==> config.mk <==
export PLATFORM = sky130hd
export DESIGN_NAME = hazard_ctrl
export DESIGN_NICKNAME = d
export VERILOG_FILES = /design/src/rtl/hazard_ctrl.sv
export SDC_FILE = /design/constraint.sdc
export NUM_CORES = 1
export LEC_CHECK = 0
export BUFFER_PORTS_ARGS = -buffer_cell sky130_fd_sc_hd__buf_4
export CAP_MARGIN = 5
export CORE_MARGIN = 2
export CORE_UTILIZATION = 40
export CTS_BUF_LIST = sky130_fd_sc_hd__clkbuf_8
export DETAILED_ROUTE_END_ITERATION = 8
export PLACE_DENSITY = 0.92
export SYNTH_ARGS = -nofsm -noshare
export SYNTH_HDL_FRONTEND = slang
export SYNTH_SLANG_ARGS = --single-unit
==> constraint.sdc <==
create_clock -name clk -period 1.7 [get_ports clk]
set_input_delay 0.17 -clock clk [delete_from_list [all_inputs] [get_ports clk]]
set_output_delay 0.17 -clock clk [all_outputs]
set_load 0.01 [all_outputs]
==> src/rtl/hazard_ctrl.sv <==
// Pipeline hazard controller: rs/rt load-use interlock plus multiply/divide busy interlock.
// Latency: stall is combinational (zero cycles); md_busy and stall_cnt are registered on clk.
// Backpressure: stall freezes PC and F/D and bubbles D/E; nothing here is ever held off.
// Optional build macro HAZARD_STALL_STATS_EN enables the stall_cnt counter (otherwise tied to 0).
module hazard_ctrl (
  input  logic        clk,
  input  logic        reset,
  input  logic [4:0]  rs_D,
  input  logic [4:0]  rt_D,
  input  logic [1:0]  tuse_rs_D,
  input  logic [1:0]  tuse_rt_D,
  input  logic        md_D,
  input  logic [4:0]  a_E,
  input  logic [1:0]  tnew_E,
  input  logic [4:0]  a_M,
  input  logic [1:0]  tnew_M,
  input  logic        md_start_E,
  input  logic        md_div_E,
  output logic        stall,
  output logic        md_busy,
  output logic [31:0] stall_cnt
);

  localparam logic [3:0] MULT_CYCLES = 4'd5;
  localparam logic [3:0] DIV_CYCLES  = 4'd10;

  logic [3:0] md_cnt;
  logic       stall_rs;
  logic       stall_rt;
  logic       stall_md;

  assign md_busy = (md_cnt != 4'd0);

  // Busy window: a new start always reloads, otherwise count down and park at zero.
  always_ff @(posedge clk) begin
    if (reset) begin
      md_cnt <= 4'd0;
    end else if (md_start_E) begin
      md_cnt <= md_div_E ? DIV_CYCLES : MULT_CYCLES;
    end else if (md_cnt != 4'd0) begin
      md_cnt <= md_cnt - 4'd1;
    end
  end

  // Interlock decision: a source operand stalls when a producer in E or M cannot
  // deliver it in time; register 0 is hardwired and never creates a dependency.
  always_comb begin
    stall_rs = (rs_D != 5'd0) &&
               (((rs_D == a_E) && (tuse_rs_D < tnew_E)) ||
                ((rs_D == a_M) && (tuse_rs_D < tnew_M)));
    stall_rt = (rt_D != 5'd0) &&
               (((rt_D == a_E) && (tuse_rt_D < tnew_E)) ||
                ((rt_D == a_M) && (tuse_rt_D < tnew_M)));
    stall_md = md_D && (md_start_E || md_busy);
    stall    = stall_rs || stall_rt || stall_md;
  end

`ifdef HAZARD_STALL_STATS_EN
  logic [31:0] stall_cnt_q;

  // Stall statistics: one count per stalled cycle, wrapping naturally at 2^32.
  always_ff @(posedge clk) begin
    if (reset) begin
      stall_cnt_q <= 32'd0;
    end else if (stall) begin
      stall_cnt_q <= stall_cnt_q + 32'd1;
    end
  end

  assign stall_cnt = stall_cnt_q;
`else
  assign stall_cnt = 32'd0;
`endif

endmodule

==> flow_metrics.tcl, run 1 <==
set metrics [dict create \
    status "completed" \
    cp-start-kind "flip-flop" \
    antenna_found_initial 0 \
    drt_iter0_drc 3 \
    layout_worst_path_cycle_share_pct 96.3 \
    drive_gt1_share_pct 33.6 \
    die_area_sq_um 2440 \
    reg2reg_slack_ns 0.18 \
    cts_sinks 4 \
    max_freq_mhz 611 \
    hold_path_class "in -> reg" \
    grt_pass1_vias 716 \
    synth_area_sq_um 826 \
    grt-ovfl-total 0 \
    largest_reg_flops 4 \
    r2r_cells 7 \
    worstSetupEndpointType "output port" \
    cts_tree "yes" \
    cp_max_fo 3 \
    final_area_sq_um 1070 \
    nFillCells 192 \
    gp_congestion 0.808 \
    grt.total_usage_pct 15.1 \
    r2r_start "md_cnt[0]" \
    routed_wl_microns 1880 \
    finalCriticalPeriod_ns 1.64 \
    hold_viol_final 0 \
    p_leak_nw 0.523 \
    vias 739 \
    cts_max_level 1 \
    ioPinCount 67 \
    startpoint "md_cnt[0]" \
    viasPerCell 4.43 \
    worstPathRequired_ns 1.53 \
    drc_errors 0 \
    rows 16 \
    cts_made_buffers 3 \
    skew_ns 0.00122 \
    dieWidth_microns 49.4 \
    dr.pass1.iters 2 \
    initial_utilization_pct 42.1 \
    ant_nets 0 \
    clock_latency_ns 0.21 \
    grt_pass1_wl_microns 2870 \
    io_buffer_count 34 \
    setup_tns_ns 0 \
    seq_area_frac_synth_pct 9.70 \
    top_regs "md_cnt: 4 flops" \
    area_growth_pct 30.2 \
    rr_endpoint "md_cnt[3]" \
    clkSlewWorstSetupHoldPaths_ns 0.03 \
    ctsRootBufferMaster "clkbuf_8" \
    synth_area_per_cell_sq_um 7.94 \
    ys_ff_latch 4 \
    fp.dieH_microns 49.4 \
    dp_hpwl_microns 1620 \
    ir_worst_vdd_v 0.000467 \
    diodes 0 \
    power_density_nw_per_um2 567 \
    yosysWarnings 0 \
    critPathCapture "stall" \
    syn_inst 104 \
    grt_max_degree 8 \
    top_register "md_cnt" \
    finalSetupViolCount 0 \
    cp.arrival_ns 1.47 \
    critPathKind "reg -> out" \
    slew_violations 0 \
    dpl_cell_area_sq_um 986 \
    final_nets 181 \
    clockBufferDepth 2 \
    wl_per_cell_microns 11.3 \
    cap_viol_max_count 0 \
    core_area_sq_um 1960 \
    yosysUniqueCellTypes 25 \
]
==> per-layer routing <==
| metal | vias up | track usage [%] | wire [microns] |
|---|---|---|---|
| met4 | 0 | 7.87 | 42 |
| met2 | 49 | 24.8 | 937 |
| met5 | - | 0 | 0 |
| li1 | 358 | - | - |
| met1 | 326 | 18.3 | 764 |
| met3 | 6 | 3.37 | 139 |
==> worst max-delay path, cell delays in order, from the launching register on <==
cell	delay, ns
dfxtp_2	0.32
inv_2	0.06
ha_1	0.14
or3b_4	0.38
o21ai_2	0.11
nand3_1	0.09
buf_4	0.15
==> Yosys cell counts <==
cell | count | share of area (%)
buf_4 | 32 | 29
xnor2_1 | 12 | 13
xor2_1 | 11 | 12
ha_1 | 6 | 9.1
inv_1 | 5 | 2.3
dfxtp_1 | 4 | 9.7
nand2b_1 | 4 | 3.0
nand4_1 | 4 | 3.0
nor2_1 | 4 | 1.8
a2111oi_0 | 3 | 3.2
a21oi_1 | 2 | 1.2
o21ai_0 | 2 | 1.2
o2bb2ai_1 | 2 | 2.1
or4_1 | 2 | 1.8
a211oi_1 | 1 | 0.91
a22oi_1 | 1 | 0.91
clkbuf_2 | 1 | 0.61
conb_1 | 1 | 0.45
nand2_1 | 1 | 0.45
nand3_1 | 1 | 0.61
nor2b_1 | 1 | 0.76
nor3_1 | 1 | 0.61
nor4_1 | 1 | 0.76
o21a_1 | 1 | 0.91
or3b_1 | 1 | 1.1
==> area by class of cell <==
class | instances | area, sq um | share of cell area [%]
Sequential cell | 4 | 82.6 | 7.68
Clock buffer | 3 | 41.3 | 3.84
Timing Repair Buffer | 35 | 263 | 24.4
Tap cell | 27 | 33.8 | 3.14
Multi-Input combinational cell | 93 | 636 | 59.1
Inverter | 5 | 18.8 | 1.75
==> what timing repair did <==
item | 4_1_cts | 5_1_grt
setup buffers | 1 | 0
endpoints found under the hold margin | 0 | 0
resized for setup | 4 | 10
pin swaps | 0 | 1
endpoints found under the setup margin | 1 | 1
hold buffers | 0 | 0
==> placed cells by master, fill, tap and decap left out, types with 3 or more instances in the layout <==
master and count:
ha_1 6, xnor2_1 12, xor2_1 11, clkbuf_8 3, nor2_1 4, nand2b_1 4, inv_1 3, nand4_1 4
conb_1 32, buf_4 35
==> kinds of logic (layout without fill, tap and decap cells) <==
logic type,count (synthesis),in the layout,share of synthesized area [%]
fa+ha+maj,6,6,9.09
simple gates,20,20,13.9
flops,4,4,9.70
xor+xnor,23,23,24.4
buf+inv,38,43,32.0
compound gates,12,12,10.5
other cells,1,32,0.454
==> report_power, final <==
group	internal, mW	switching [mW]
clock network	0.150	0.0441
registers	0.106	0.00999
logic	0.148	0.150
total	0.405	0.204
==> per-stage QoR <==
step,hold WS [ns],setup WS (ns),power (mW),util (%),instances
5_1_grt,0.135,-0.0127,0.655,54.8,167
3_5_place_dp,0.361,-0.0565,0.376,50.3,163
6_report,0.133,0.0629,0.610,54.8,167
2_1_floorplan,0.239,0.254,0.319,-,135
3_3_place_gp,0.355,-0.0169,0.365,50.3,163
4_1_cts,0.135,0.0179,0.591,53.0,167
==> worst min path at each step <==
stage,endpoint,cells after the start,start
4_1_cts,md_cnt[2],2,reset
2_1_floorplan,md_cnt[2],1,reset
3_3_place_gp,md_cnt[2],2,reset
5_1_grt,md_cnt[0],2,reset
3_5_place_dp,md_cnt[2],2,reset
6_report,md_cnt[0],2,reset
Note: power is estimated with default switching activity, not from simulation.
==> inputs of run 2 (changes only) <==
--- a/config.mk
+++ b/config.mk
@@ -5,13 +5,15 @@
 export SDC_FILE = /design/constraint.sdc
 export NUM_CORES = 1
 export LEC_CHECK = 0
+export ABC_AREA = 1
 export BUFFER_PORTS_ARGS = -buffer_cell sky130_fd_sc_hd__buf_4
 export CAP_MARGIN = 5
+export CORE_ASPECT_RATIO = 1.25
 export CORE_MARGIN = 2
-export CORE_UTILIZATION = 40
+export CORE_UTILIZATION = 43
 export CTS_BUF_LIST = sky130_fd_sc_hd__clkbuf_8
 export DETAILED_ROUTE_END_ITERATION = 8
-export PLACE_DENSITY = 0.92
+export PLACE_DENSITY = 0.89
 export SYNTH_ARGS = -nofsm -noshare
 export SYNTH_HDL_FRONTEND = slang
 export SYNTH_SLANG_ARGS = --single-unit
==> run 2 against run 1 <==
  * Clock power rose by 4%
  * First-iteration DRC count grew to 3.0 times the previous value
  * Critical path depth stayed put
  * Synthesized cell count rose by 66%
  * Via count is 34% higher
  * Hold slack lost 0.013 ns
  * Critical path type unchanged
==> flow_metrics.tcl, run 2 <==
set metrics [dict create \
    yosys.area.top_type "buf_4" \
    largest_reg_flops 4 \
    max_freq_mhz 686 \
    cts_max_level 1 \
    ant_nets 0 \
    yosysUniqueCellTypes 23 \
    ctsRootBufferMaster "clkbuf_8" \
    cp-start-kind "flip-flop" \
    top_regs "md_cnt: 4 flops" \
    ys_ff_latch 4 \
    io_buffer_count 34 \
    worstSetupEndpointType "output port" \
    vias 991 \
    yosysWarnings 0 \
    drive_gt1_share_pct 20.1 \
    setup_tns_ns 0 \
    dp_hpwl_microns 1770 \
    synth_area_per_cell_sq_um 5.73 \
    synth_edf_count 0 \
    grt_max_degree 7 \
    final_common_cell "nand2_1" \
    hold_path_class "in -> reg" \
    finalCriticalPeriod_ns 1.46 \
    r2r_start "md_cnt[0]" \
    clkSlewWorstSetupHoldPaths_ns 0.03 \
    rsz0062_at_grt "no" \
    synth_area_sq_um 991 \
    slew_violations 0 \
    finalSetupViolCount 0 \
    drt_iter0_drc 9 \
    post-route-util_pct 55.0 \
    final_nets 250 \
    rows 19 \
    cts_sinks 4 \
    grt_pass1_vias 837 \
    cts_tree "yes" \
    grt.total_usage_pct 15.7 \
    gp_congestion 0.823 \
    synth_flop_cell "dfxtp_1" \
    rr_endpoint "md_cnt[1]" \
    wl_per_cell_microns 7.96 \
    viasPerCell 4.13 \
    startpoint "md_cnt[0]" \
    ioPinCount 67 \
    cp.arrival_ns 1.29 \
    cts_made_buffers 3 \
    postSynth.asyncResetShare_pct 0 \
    syn_inst 173 \
    mostFrequentLayoutCells "nand2_1, buf_4, inv_1, conb_1, nor2_1" \
    r2r_cells 5 \
    skew_ns 0.00624 \
    critPathKind "reg -> out" \
    hold_viol_final 0 \
    p_leak_nw 0.769 \
    layout_worst_path_cycle_share_pct 85.8 \
    drc_errors 0 \
    status "completed" \
    yosysMostFrequentCell "nand2_1" \
    clock_latency_ns 0.22 \
    cap_viol_max_count 0 \
    core_area_sq_um 2190 \
    critPathCapture "stall" \
    reg2reg_slack_ns 0.52 \
    routed_wl_microns 1910 \
    synth_common_cells "nand2_1, buf_4, inv_1" \
    cp_max_fo 6 \
    area_growth_pct 21.3 \
    fp.dieH_microns 57.7 \
    clockBufferDepth 2 \
    ir_worst_vdd_v 0.000351 \
    cts_hold_buffers 0 \
    grt_pass1_wl_microns 3060 \
    ctsResizeCount 0 \
    initial_utilization_pct 45.3 \
    synthTopCellsByArea "buf_4, nand2_1, inv_1" \
    grt-ovfl-total 0 \
    antenna_found_initial 0 \
    worstPathRequired_ns 1.53 \
    top_register "md_cnt" \
    power_density_nw_per_um2 514 \
    die_area_sq_um 2710 \
    dieWidth_microns 46.9 \
    diodes 0 \
    post_cts_buffers 0 \
    dr.pass1.iters 3 \
    seq_area_frac_synth_pct 8.08 \
    synth_top_area_share_pct 24.2 \
]
## run 2: cell type report
cell class	instances	area (sq um)
timing repair buffer	34	255
sequential	4	80.1
clock buffer	3	41.3
multi-input combinational	134	659
fill	246	985
tap	31	38.8
inverter	34	128
## run 2: critical path: stages, from the launching register on
cell     delay, ns
dfxtp_1       0.31
inv_1         0.10
ha_1          0.22
nand4_4       0.14
nand2_1       0.10
nand3_2       0.07
buf_4         0.14
## run 2: per-layer routing
| layer | vias to the layer above | GRT usage (%) | part of all wire, % |
|---|---|---|---|
| li1 | 531 | - | - |
| met3 | 4 | 4.05 | 7.6 |
| met4 | 0 | 8.33 | 2.4 |
| met1 | 419 | 15.1 | 34 |
| met5 | - | 0 | 0 |
| met2 | 37 | 28.8 | 56 |
## run 2: worst min path at each step
stage	cells after the start	startpoint	to	slack, ns
finish	2	reset	md_cnt[1]	0.12
detailed placement	2	reset	md_cnt[1]	0.34
floorplan	1	reset	md_cnt[1]	0.24
global route	2	reset	md_cnt[1]	0.11
CTS	2	reset	md_cnt[1]	0.12
global placement	2	reset	md_cnt[1]	0.34
## run 2: cells by family (layout without fill, tap and decap cells)
family / count (synthesis) / after routing / share of synthesized area, %
buf+inv: 66 / 71 / 37.1
simple gates: 78 / 78 / 34.6
compound gates: 12 / 12 / 6.94
xor+xnor: 6 / 6 / 5.30
fa+ha+maj: 6 / 6 / 7.58
other cells: 1 / 32 / 0.378
flops: 4 / 4 / 8.08
## run 2: report_power, final
part / switching, mW / total [mW] / internal (mW)
logic: 0.167 / 0.300 / 0.132
clock network: 0.0509 / 0.202 / 0.151
registers: 0.00783 / 0.116 / 0.108
total: 0.226 / 0.618 / 0.392
## run 2: through the flow
step / power [mW] / cells / hold WS, ns / instance area, sq um / worst slack, ns
2_1_floorplan: 0.358 / 204 / 0.239 / 1110 / 0.609
3_3_place_gp: 0.413 / 237 / 0.341 / 1160 / 0.343
3_5_place_dp: 0.418 / 237 / 0.340 / 1160 / 0.329
4_1_cts: 0.626 / 240 / 0.116 / 1200 / 0.224
5_1_grt: 0.683 / 240 / 0.114 / 1200 / 0.152
6_report: 0.618 / 240 / 0.120 / 1200 / 0.242
